File: config.mk
export PLATFORM = sky130hd
export DESIGN_NAME = multicycle_ctrl
export DESIGN_NICKNAME = d
export VERILOG_FILES = /design/src/rtl/riscv_ctrl_pkg.sv /design/src/rtl/alu_decoder.sv /design/src/rtl/multicycle_ctrl.sv
export SDC_FILE = /design/constraint.sdc
export NUM_CORES = 1
export LEC_CHECK = 0
export BUFFER_PORTS_ARGS = -buffer_cell sky130_fd_sc_hd__buf_2
export CORE_AREA = 4 4 56 58
export CTS_BUF_LIST = sky130_fd_sc_hd__clkbuf_4 sky130_fd_sc_hd__clkbuf_8
export CTS_CLUSTER_DIAMETER = 30
export DETAILED_ROUTE_END_ITERATION = 6
export DIE_AREA = 0 0 60 62
export PLACE_DENSITY = 0.54
export SYNTH_ARGS = -nofsm -noshare
export SYNTH_HDL_FRONTEND = slang
export SYNTH_SLANG_ARGS = --single-unit
File: constraint.sdc
create_clock -name clk -period 6.9 [get_ports clk]
set_clock_uncertainty 0.15 [all_clocks]
set_input_delay 1.035 -clock clk [delete_from_list [all_inputs] [get_ports clk]]
set_output_delay 1.035 -clock clk [all_outputs]
set_load 0.1 [all_outputs]
File: src/rtl/riscv_ctrl_pkg.sv
// Shared types and encodings for the multi-cycle RV32I control path:
// FSM states, opcodes, datapath select codes and the decode-stage dispatch.
package riscv_ctrl_pkg;

    typedef enum logic [3:0] {
        S_FETCH    = 4'd0,
        S_DECODE   = 4'd1,
        S_MEMADR   = 4'd2,
        S_MEMREAD  = 4'd3,
        S_MEMWB    = 4'd4,
        S_MEMWRITE = 4'd5,
        S_EXECUTER = 4'd6,
        S_EXECUTEI = 4'd7,
        S_ALUWB    = 4'd8,
        S_JAL      = 4'd9,
        S_BEQ      = 4'd10,
        S_TRAP     = 4'd11
    } state_t;

    typedef enum logic [1:0] {
        ALUOP_ADD   = 2'b00,
        ALUOP_SUB   = 2'b01,
        ALUOP_FUNCT = 2'b10
    } alu_op_t;

    localparam logic [6:0] OP_LOAD   = 7'b0000011;
    localparam logic [6:0] OP_STORE  = 7'b0100011;
    localparam logic [6:0] OP_RTYPE  = 7'b0110011;
    localparam logic [6:0] OP_ITYPE  = 7'b0010011;
    localparam logic [6:0] OP_JAL    = 7'b1101111;
    localparam logic [6:0] OP_BRANCH = 7'b1100011;

    localparam logic [2:0] F3_WORD = 3'b010;
    localparam logic [2:0] F3_BEQ  = 3'b000;
    localparam logic [2:0] F3_BNE  = 3'b001;

    localparam logic [1:0] IMM_I = 2'b00;
    localparam logic [1:0] IMM_S = 2'b01;
    localparam logic [1:0] IMM_B = 2'b10;
    localparam logic [1:0] IMM_J = 2'b11;

    localparam logic [2:0] ALU_ADD = 3'b000;
    localparam logic [2:0] ALU_SUB = 3'b001;
    localparam logic [2:0] ALU_AND = 3'b010;
    localparam logic [2:0] ALU_OR  = 3'b011;
    localparam logic [2:0] ALU_SLT = 3'b101;

    localparam logic [1:0] RES_ALUOUT = 2'b00;
    localparam logic [1:0] RES_DATA   = 2'b01;
    localparam logic [1:0] RES_ALU    = 2'b10;

    localparam logic [1:0] SRCA_PC    = 2'b00;
    localparam logic [1:0] SRCA_OLDPC = 2'b01;
    localparam logic [1:0] SRCA_RS1   = 2'b10;

    localparam logic [1:0] SRCB_RS2  = 2'b00;
    localparam logic [1:0] SRCB_IMM  = 2'b01;
    localparam logic [1:0] SRCB_FOUR = 2'b10;

    // Dispatch out of DECODE; anything not explicitly supported lands in TRAP.
    function automatic state_t decode_next(input logic [6:0] op,
                                           input logic [2:0] f3,
                                           input logic       alu_legal);
        state_t nxt;
        case (op)
            OP_LOAD, OP_STORE: nxt = (f3 == F3_WORD) ? S_MEMADR : S_TRAP;
            OP_RTYPE:          nxt = alu_legal ? S_EXECUTER : S_TRAP;
            OP_ITYPE:          nxt = alu_legal ? S_EXECUTEI : S_TRAP;
            OP_JAL:            nxt = S_JAL;
            OP_BRANCH:         nxt = (f3 == F3_BEQ || f3 == F3_BNE) ? S_BEQ : S_TRAP;
            default:           nxt = S_TRAP;
        endcase
        return nxt;
    endfunction

endpackage

File: src/rtl/alu_decoder.sv
// Maps the ALU operation class plus funct3/funct7b5 onto an alu_ctrl code,
// flagging funct3 values the core does not implement.
module alu_decoder
    import riscv_ctrl_pkg::*;
(
    input  alu_op_t    alu_op,
    input  logic [2:0] funct3,
    input  logic       funct7b5,
    input  logic       is_rtype,
    output logic [2:0] alu_ctrl,
    output logic       legal
);

    always_comb begin
        alu_ctrl = ALU_ADD;
        legal    = 1'b1;
        case (alu_op)
            ALUOP_ADD: alu_ctrl = ALU_ADD;
            ALUOP_SUB: alu_ctrl = ALU_SUB;
            ALUOP_FUNCT: begin
                case (funct3)
                    // IR[30] selects sub only for register-register ops; for addi it is immediate data
                    3'b000:  alu_ctrl = (is_rtype && funct7b5) ? ALU_SUB : ALU_ADD;
                    3'b010:  alu_ctrl = ALU_SLT;
                    3'b110:  alu_ctrl = ALU_OR;
                    3'b111:  alu_ctrl = ALU_AND;
                    default: legal    = 1'b0;
                endcase
            end
            default: legal = 1'b0;
        endcase
    end

endmodule

File: src/rtl/multicycle_ctrl.sv
// Control FSM of the multi-cycle RV32I core: sequences the shared ALU, the
// single memory port and the immediate extender, with a req/ready memory handshake.
module multicycle_ctrl
    import riscv_ctrl_pkg::*;
#(
    parameter logic RESET_PC_WRITE = 1'b0
) (
    input  logic       clk,
    input  logic       rst_n,
    input  logic [6:0] opcode,
    input  logic [2:0] funct3,
    input  logic       funct7b5,
    input  logic       zero,
    input  logic       mem_ready,
    output logic       mem_req,
    output logic       mem_write,
    output logic       adr_src,
    output logic       ir_write,
    output logic       pc_write,
    output logic       reg_write,
    output logic [1:0] result_src,
    output logic [1:0] alu_src_a,
    output logic [1:0] alu_src_b,
    output logic [2:0] alu_ctrl,
    output logic [1:0] imm_src,
    output logic       illegal,
    output logic [3:0] state
);

    state_t     state_reg;
    state_t     state_next;
    logic       illegal_reg;
    logic       pc_reload_reg;

    alu_op_t    alu_op;
    logic [2:0] dec_alu_ctrl;
    logic       dec_legal;

    logic       mem_req_comb;
    logic       mem_write_comb;
    logic       ir_write_comb;
    logic       pc_write_comb;
    logic       reg_write_comb;

    assign state   = state_reg;
    assign illegal = illegal_reg;

    // DECODE also uses the funct decode, but only for its legality verdict.
    always_comb begin
        case (state_reg)
            S_DECODE, S_EXECUTER, S_EXECUTEI: alu_op = ALUOP_FUNCT;
            S_BEQ:                            alu_op = ALUOP_SUB;
            default:                          alu_op = ALUOP_ADD;
        endcase
    end

    alu_decoder u_alu_decoder (
        .alu_op   (alu_op),
        .funct3   (funct3),
        .funct7b5 (funct7b5),
        .is_rtype (opcode == OP_RTYPE),
        .alu_ctrl (dec_alu_ctrl),
        .legal    (dec_legal)
    );

    always_comb begin
        state_next = state_reg;
        case (state_reg)
            S_FETCH:    if (!pc_reload_reg && mem_ready) state_next = S_DECODE;
            S_DECODE:   state_next = decode_next(opcode, funct3, dec_legal);
            S_MEMADR:   state_next = (opcode == OP_STORE) ? S_MEMWRITE : S_MEMREAD;
            S_MEMREAD:  if (mem_ready) state_next = S_MEMWB;
            S_MEMWB:    state_next = S_FETCH;
            S_MEMWRITE: if (mem_ready) state_next = S_FETCH;
            S_EXECUTER: state_next = S_ALUWB;
            S_EXECUTEI: state_next = S_ALUWB;
            S_ALUWB:    state_next = S_FETCH;
            S_JAL:      state_next = S_ALUWB;
            S_BEQ:      state_next = S_FETCH;
            S_TRAP:     state_next = S_TRAP;
            default:    state_next = S_FETCH;
        endcase
    end

    always_ff @(posedge clk or negedge rst_n) begin
        if (!rst_n) begin
            state_reg     <= S_FETCH;
            illegal_reg   <= 1'b0;
            pc_reload_reg <= RESET_PC_WRITE;
        end else begin
            state_reg     <= state_next;
            pc_reload_reg <= 1'b0;
            if (state_next == S_TRAP) illegal_reg <= 1'b1;
        end
    end

    always_comb begin
        mem_req_comb   = 1'b0;
        mem_write_comb = 1'b0;
        ir_write_comb  = 1'b0;
        pc_write_comb  = 1'b0;
        reg_write_comb = 1'b0;
        adr_src        = 1'b0;
        result_src     = RES_ALUOUT;
        alu_src_a      = SRCA_PC;
        alu_src_b      = SRCB_RS2;
        alu_ctrl       = ALU_ADD;
        imm_src        = IMM_I;
        case (state_reg)
            S_FETCH: begin
                if (pc_reload_reg) begin
                    pc_write_comb = 1'b1;
                end else begin
                    mem_req_comb = 1'b1;
                    if (mem_ready) begin
                        ir_write_comb = 1'b1;
                        pc_write_comb = 1'b1;
                        alu_src_a     = SRCA_PC;
                        alu_src_b     = SRCB_FOUR;
                        result_src    = RES_ALU;
                    end
                end
            end
            S_DECODE: begin
                alu_src_a = SRCA_OLDPC;
                alu_src_b = SRCB_IMM;
                imm_src   = (opcode == OP_JAL) ? IMM_J : IMM_B;
            end
            S_MEMADR: begin
                alu_src_a = SRCA_RS1;
                alu_src_b = SRCB_IMM;
                imm_src   = (opcode == OP_STORE) ? IMM_S : IMM_I;
            end
            S_MEMREAD: begin
                mem_req_comb = 1'b1;
                adr_src      = 1'b1;
            end
            S_MEMWB: begin
                result_src     = RES_DATA;
                reg_write_comb = 1'b1;
            end
            S_MEMWRITE: begin
                mem_req_comb   = 1'b1;
                mem_write_comb = 1'b1;
                adr_src        = 1'b1;
            end
            S_EXECUTER: begin
                alu_src_a = SRCA_RS1;
                alu_src_b = SRCB_RS2;
                alu_ctrl  = dec_alu_ctrl;
            end
            S_EXECUTEI: begin
                alu_src_a = SRCA_RS1;
                alu_src_b = SRCB_IMM;
                imm_src   = IMM_I;
                alu_ctrl  = dec_alu_ctrl;
            end
            S_ALUWB: begin
                result_src     = RES_ALUOUT;
                reg_write_comb = 1'b1;
            end
            S_JAL: begin
                alu_src_a     = SRCA_OLDPC;
                alu_src_b     = SRCB_FOUR;
                result_src    = RES_ALUOUT;
                pc_write_comb = 1'b1;
            end
            S_BEQ: begin
                alu_src_a     = SRCA_RS1;
                alu_src_b     = SRCB_RS2;
                alu_ctrl      = dec_alu_ctrl;
                result_src    = RES_ALUOUT;
                // only beq (000) and bne (001) can reach this state
                pc_write_comb = funct3[0] ? !zero : zero;
            end
            default: ;
        endcase
    end

    // Enables are qualified by rst_n so an asynchronous reset kills them at once.
    assign mem_req   = rst_n & mem_req_comb;
    assign mem_write = rst_n & mem_write_comb;
    assign ir_write  = rst_n & ir_write_comb;
    assign pc_write  = rst_n & pc_write_comb;
    assign reg_write = rst_n & reg_write_comb;

endmodule

Word-level counts from Yosys, hierarchy flattened:

Index checks and enable logic that the tools add are counted.

* register bits after elaboration: 5
* bits of input ports: 15
* output and inout port bits: 22
* word-level logic and storage cells: 81

* eq/ne operators: 24
* mux-type cells: 32
* bitwise gates (word level): 5
* reduce and logical (&&, ||, !) cells: 18

Operators by type and width (number)
* 4-bit case mux with 7 select lines: 1
* 4-bit two-way mux: 6
* 4-bit == test (second input constant): 5
* 4-bit case mux with 5 select lines: 1
* 4-bit by 3-bit == test with 1-bit output (second input constant): 4
* 2-bit case mux with 2 select lines: 4
* 3-bit OR reduction: 5
* 7-bit by 6-bit == test with 1-bit output (second input constant): 2
* 7-bit == test (second input constant): 2
* 1-bit two-way mux: 12
* 3-bit case mux with 4 select lines: 1
* 2-bit OR reduction: 5
* 4-bit by 2-bit == test with 1-bit output (second input constant): 2
* 4-bit OR reduction: 2
* 7-bit by 2-bit == test with 1-bit output (second input constant): 1
* 7-bit by 5-bit == test with 1-bit output (second input constant): 1
* 3-bit == test (second input constant): 2
* 3-bit two-way mux: 2
* 2-bit case mux with 3 select lines: 1
* 3-bit case mux with 2 select lines: 1
* 1-bit bitwise AND: 5
* 4-bit by 1-bit == test with 1-bit output (second input constant): 1
* 4-bit zero test: 1
* 3-bit by 1-bit == test with 1-bit output (second input constant): 1
* other kinds (11): 11

Depth between registers and ports, before layout:

Gate-level depths: netlist of the first run.

* depth after elaboration: 10
* depth in mapped cells: 9
* depth with buffers taken out: 8

Cells and area by module:

From an unflattened synthesis of the first run, not the netlist that was laid out.

* cell total of the unflattened synthesis: 117
* area, all modules: 784.5 um^2

Modules (own cells, without submodules)
* multicycle_ctrl: times used 1, cells each 97, area an instance 653.1 um^2, seq. area each 125.1 um^2
* alu_decoder: times used 1, cells each 20, area an instance 131.4 um^2, seq. area each 0.0 um^2

Least setup slack after synthesis of the first run:

Ideal clock, no wire load.

* path kind: flip-flop to output port
* start: register state_reg[0], in the netlist state[0]
* end: output ir_write
* arrival: 5088 ps
* data required time: 5715 ps
* path slack: 627 ps
* cell stages (with the launch flop): 4
* buffers on the path: 1
* cells stage by stage: dfrtp_1 -> clkbuf_1 -> nor4_1 -> and2_1

* word-level cells in the longest chain between the ends: 3

RTL lines
* start: declaration: RTL line multicycle_ctrl.sv:30 `state_t state_reg;`
* start signal: assignment: RTL line multicycle_ctrl.sv:91 `state_reg <= state_next;`
* 4-bit zero test: RTL line multicycle_ctrl.sv:109 `case (state_reg)`
* 1-bit two-way mux: RTL line multicycle_ctrl.sv:109
* 1-bit bitwise AND: RTL line multicycle_ctrl.sv:183 `assign ir_write = rst_n & ir_write_comb;`
* end: declaration: RTL line multicycle_ctrl.sv:18 `output logic ir_write,`

No other way between the ends.

Worst setup path after layout of the first run:

* start: register state_reg[2], in the netlist state[2]
* end: output alu_ctrl[1]

* word-level cells in the longest chain between the ends: 6
* elaborated cells on any way between the ends: 11
* classes of those cells: eq/ne: 6; mux: 3; reduce/logical: 2

RTL lines
* 4-bit by 1-bit == test with 1-bit output / 4-bit by 3-bit == test with 1-bit output (equally long branches): RTL line multicycle_ctrl.sv:50, multicycle_ctrl.sv:109
* 3-bit OR reduction: RTL line multicycle_ctrl.sv:50 `case (state_reg)`
* 2-bit case mux with 2 select lines: RTL line multicycle_ctrl.sv:50
* 2-bit == test / 2-bit by 1-bit == test with 1-bit output (equally long branches): RTL line alu_decoder.sv:17 `case (alu_op)`
* 3-bit case mux with 2 select lines: RTL line alu_decoder.sv:17
* 3-bit two-way mux (*): RTL line multicycle_ctrl.sv:109
* end: declaration: RTL line multicycle_ctrl.sv:24 `output logic [2:0] alu_ctrl,`

Every way passes the cells marked *; elsewhere a longest branch is shown, timed or not.

==> flow_summary_export.csv, run 1 <==
group,metric,value,unit
setup_path,arrival,2.69,ns
setup_path,slowest_stage,"dfrtp_1",
synthesis,ys_seq_area_frac,0.167,
placed_design,dpl.hpwl,1720,µm
grt,grt_pass1_wl,3430,µm
synthesis,synth.area.top_cells,"dfrtp_1 17%, nand2_1 6.0%, nor2_1 6.0%",
setup_path,max_stage_delay,0.54,ns
worst_hold_path,worstHoldStart,"illegal",
worst_hold_path,holdPathEnd,"illegal",
sta,max_slew_margin,0.611,
routing,detail-route-antenna-nets,0,
grt,grt_usage,0.117,
synthesis,synthDistinctLibCells,41,
sta,worst_slew_pin_slew,0.584,ns
setup_path,rr_worst_depth,8,
setup_path,cp_num_buf_inv,1,
sta,fin_crit_sh,0.562,
placed_design,place.port_buffers,36,
synthesis,syn_nets,120,
final_layout,final_common_cell,"buf_2",
floorplan,fp.dieH,62,µm
flow_run,cap_violations,0,
synthesis,ys_seq_elements,5,
sta,hold_viol,0,
setup_path,r2r_slack,4.16,ns
routing,firstDrtPassIters,5,
grt,grt_max_degree,22,
routing,wl_per_cell,12.3,µm
placed_design,place.gp.congestion,0.728,
floorplan,ios,37,
run_status,status,"finished, final reports clean",
floorplan,core,2660,µm²
synthesis,netlist.area_leader.share,0.167,
routing,vias_per_cell,5.11,
setup_path,critical-path-top-delay-family,"simple AND/OR/NAND/NOR gates",
sta,fin_crit,3.88,ns
routing,drc,0,
clock_tree,cts.clk_slew.worst_paths,0.04,ns
synthesis,syn_inst,102,
routing,dr_total_vias,859,
sta,finalSetupViolCount,0,
floorplan,fp.dieArea,3720,µm²
sta,finalMaxSlewViolations,0,
worst_hold_path,hp-class,"reg -> reg",
grt,grt_pass1_vias,809,
synthesis,avgSynthCellArea,7.36,µm²
floorplan,rows,19,
final_layout,largest_reg_flops,4,
synthesis,synthArstFlopShare,1.00,
clock_tree,cts_sinks,5,
setup_path,path_class,"reg -> out",
final_layout,mostFrequentLayoutCells,"36 x buf_2, 12 x nand2_1, 12 x nor2_1, 6 x nor3b_1, 5 x dfrtp_1",
synthesis,synth_enable_flop_cells,0,
setup_path,cp_max_fo,16,
setup_path,endpoint_kind,"output pin",
sta,fmax,0.258,GHz
clock_tree,cts-resized-gates,0,
synthesis,yosysWarningCount,0,
final_layout,drive_above_1_share,0.307,
clock_tree,postCtsSetupRepairBufs,0,
clock_tree,holdBufCountCts,0,
routing,wl,2070,µm
synthesis,synth_area,751,µm²
clock_tree,htreeDepth,1,
clock_tree,cts_buffers,3,
clock_tree,clock-root-buffer,"clkbuf_4",
synthesis,yosys.area.top_type,"dfrtp_1",
final_layout,antenna_cells,0,
synthesis,synthFlopType,"dfrtp_1",
final_layout,post-route-util,0.368,
worst_hold_path,holdPathStages,1,
final_layout,layout-area-overhead-vs-synth,30.7,%
routing,detail_route.iter0.violations,21,
sta,rsz0062_at_grt,"no",
floorplan,initial_core_util,0.282,
setup_path,start_kind,"flip-flop",
clock_tree,cts_buffer_depth,2,
grt,antenna_found_initial,0,
setup_path,timing.rr.start,"state[2]",
setup_path,worstReg2RegEnd,"illegal",
grt,grt_overflow_total,0,
setup_path,critical_path.cell_chain,"nand2b_1 -> or3_4 -> nand2_1 -> ha_1 -> nor3b_1 -> and4_1 -> buf_2",
sta,fin_tns_setup,0,ns
clock_tree,cts_tree,"yes",
clock_tree,insertion_delay,0.23,ns
setup_path,cp_data_required_time,5.71,ns
floorplan,die_w,60,µm
final_layout,finalNetCount,156,
==> per-layer routing <==
| layer | routed length, µm | vias to the layer above | track usage |
|---|---|---|---|
| met1 | 902 | 394 | 0.142 |
| li1 | - | 446 | - |
| met3 | 94 | 0 | 0.0186 |
| met4 | 0 | 0 | 0.0285 |
| met2 | 1080 | 19 | 0.216 |
| met5 | 0 | - | 0 |
==> worst register-to-register path, stage by stage, from the launching register on <==
cell,delay [ns]
dfrtp_1,0.54
nand2b_1,0.26
or3_4,0.37
nand2_1,0.11
ha_1,0.21
o21ai_0,0.16
or4_1,0.44
o211a_1,0.16
a41o_1,0.24
==> cells by family after synthesis <==
family / share of synthesized area
adder cells (fa/ha/maj): 0.0500
AO/OA/AOI/OAI: 0.210
buffers and inverters: 0.0450
flip-flops: 0.167
multiplexers: 0.0133
XOR/XNOR: 0.0467
AND/OR/NAND/NOR: 0.468
==> final cells by class <==
type	count	area, µm²
fill	298	1680
clock buffer	4	30.0
multi-input combinational	88	592
timing repair buffer	36	180
sequential	5	125
inverter	4	15.0
tap	31	38.8
==> synthesized netlist by cell type, drive strengths merged, types with 2 or more instances <==
cell and instances:
xnor2 4, ha 3, o21ai 3, nand2 12
o21a 2, a21oi 4, buf 2, o31ai 2
nand4 2, inv 4, o2111ai 2, a21o 2
clkbuf 3, nand2b 4, nor4b 2, and2 2
nor2b 4, dfrtp 5, nor2 12, and4 2
nor3b 6
==> worst max-delay path by stage <==
stage,start,end,cells after the start,slack (ns)
2_1_floorplan,state[0],ir_write,3,0.63
3_3_place_gp,opcode[2],alu_ctrl[0],7,3.29
3_5_place_dp,state[2],alu_ctrl[2],7,3.25
4_1_cts,state[2],alu_ctrl[2],7,2.99
5_1_grt,state[2],alu_ctrl[2],7,2.78
6_report,state[2],alu_ctrl[1],7,3.02
==> metrics by stage <==
step	instance area, µm²	setup slack [ns]	instances	hold slack, ns
floorplan	751	0.627	102	0.589
global placement	951	3.29	164	0.295
detailed placement	951	3.25	164	0.328
CTS	981	2.99	168	0.339
global route	981	2.78	168	0.363
finish	981	3.02	168	0.325
Power of run 1 is left out: the tool's default activity adds up to more than one toggle a clock period on the data nets, which glitch-free logic cannot reach.
==> run 2: changes to the inputs <==
PLACE_DENSITY = 0.56   (was 0.54)
clock period = 3.2 ns   (was 6.9 ns; I/O delays follow)
==> flow_summary_export.csv, run 2 (synthesized netlist as in run 1, its figures left out) <==
group,metric,value,unit
grt,grt_max_degree,21,
sta,fin_tns_setup,0,ns
final_layout,drive_above_1_share,0.458,
sta,rsz0062_at_grt,"no",
routing,drc,0,
clock_tree,clock-root-buffer,"clkbuf_4",
grt,grtUsageMet1,0.176,
clock_tree,cts_buffers,3,
routing,detail_route.iter0.violations,19,
placed_design,place.gp.congestion,0.782,
placed_design,dpl.hpwl,1860,µm
clock_tree,insertion_delay,0.24,ns
setup_path,max_stage_delay,0.44,ns
run_status,status,"finished, final reports clean",
grt,grt_pass1_vias,839,
grt,grt_overflow_total,0,
worst_hold_path,holdPathStages,1,
floorplan,fp.dieH,62,µm
sta,hold_viol,0,
final_layout,post-route-util,0.443,
routing,wl_per_cell,13.0,µm
setup_path,endpoint_kind,"output pin",
grt,use_met2,0.208,
floorplan,die_w,60,µm
final_layout,final_cells,173,
floorplan,ios,37,
clock_tree,htreeDepth,1,
flow_run,cap_violations,0,
grt,grt_usage,0.129,
clock_tree,postCtsSetupRepairBufs,0,
final_layout,finalNetCount,161,
floorplan,initial_core_util,0.282,
setup_path,start_kind,"flip-flop",
setup_path,rr_worst_depth,8,
sta,fin_crit_sh,0.948,
floorplan,core,2660,µm²
grt,busiest_layer,"met2",
setup_path,cp_num_buf_inv,1,
sta,finalMaxSlewViolations,0,
setup_path,cp_data_required_time,2.57,ns
setup_path,slowest_stage,"dfrtp_2",
final_layout,mostFrequentLayoutCells,"33 x buf_2, 12 x nand2_1, 9 x nor2_1",
sta,finalSetupViolCount,0,
sta,fin_crit,3.03,ns
floorplan,rows,19,
routing,firstDrtPassIters,4,
setup_path,cp_max_fo,5,
grt,antenna_found_initial,0,
routing,wl,2240,µm
floorplan,fp.dieArea,3720,µm²
setup_path,timing.rr.start,"state[2]",
final_layout,final_common_cell,"buf_2",
sta,max_slew_margin,0.676,
setup_path,arrival,2.40,ns
setup_path,critical-path-top-delay-family,"simple AND/OR/NAND/NOR gates",
setup_path,path_class,"reg -> out",
worst_hold_path,hp-class,"reg -> reg",
final_layout,layout-area-overhead-vs-synth,57.0,%
setup_path,r2r_slack,0.60,ns
setup_path,worstReg2RegEnd,"illegal",
final_layout,antenna_cells,0,
clock_tree,cts_sinks,5,
sta,fmax,0.330,GHz
routing,detail-route-antenna-nets,0,
final_layout,largest_reg_flops,4,
worst_hold_path,worstHoldStart,"illegal",
sta,postLayoutSetupSlackWorst,0.166,ns
grt,met3_usage,0.0269,
sta,worst_slew_pin_slew,0.489,ns
routing,dr_total_vias,886,
clock_tree,cts_buffer_depth,2,
setup_path,critical_path.cell_chain,"nand2b_1 -> or3_4 -> nand2_1 -> ha_1 -> nor3b_2 -> and4_4 -> buf_12",
clock_tree,cts.clk_slew.worst_paths,0.04,ns
placed_design,pre_cts_slack,0.281,ns
worst_hold_path,holdPathEnd,"illegal",
placed_design,place.port_buffers,36,
grt,grt_pass1_wl,3730,µm
routing,vias_per_cell,5.12,
clock_tree,cts_tree,"yes",
placed_design,placed_cells_incl_taps,168,
==> run 2: worst max path at each step <==
stage / depth (start not counted) / slack [ns] / to / start
after floorplan: 4 / -0.15 / pc_write / state[0]
after global placement: 7 / 0.39 / alu_ctrl[2] / state[2]
after detailed placement: 7 / 0.28 / alu_ctrl[1] / state[2]
after CTS: 7 / 0.16 / alu_ctrl[2] / state[2]
after global routing: 7 / 0.04 / alu_ctrl[2] / state[2]
final: 7 / 0.17 / alu_ctrl[2] / state[2]
==> run 2: layout make-up <==
type                       count  area [µm²]
multi-input combinational     88         699
inverter                       4        15.0
timing repair buffer          41         265
sequential                     5         130
fill                         293        1480
clock buffer                   4        30.0
tap                           31        38.8
==> run 2: stage by stage <==
stage               hold slack [ns]  area (µm²)
finish                        0.315        1180
global route                  0.340        1180
CTS                           0.322        1180
detailed placement            0.199        1130
global placement              0.197        1130
floorplan                    0.0344         860
==> run 2: timing repair <==
| action | 4_1_cts | 5_1_grt |
|---|---|---|
| setup endpoints to repair | 2 | 0 |
| gates resized for setup | 1 | 0 |
| hold endpoints to repair | 5 | 0 |
| hold buffers | 1 | 0 |
==> run 2: per-layer routing <==
metal,wire [µm],share of wire,vias up
met3,138,0.061,0
li1,-,-,456
met2,1010,0.45,32
met1,1090,0.49,398
met5,0,0,-
met4,0,0,0
Power of run 2 is left out for the same reason.
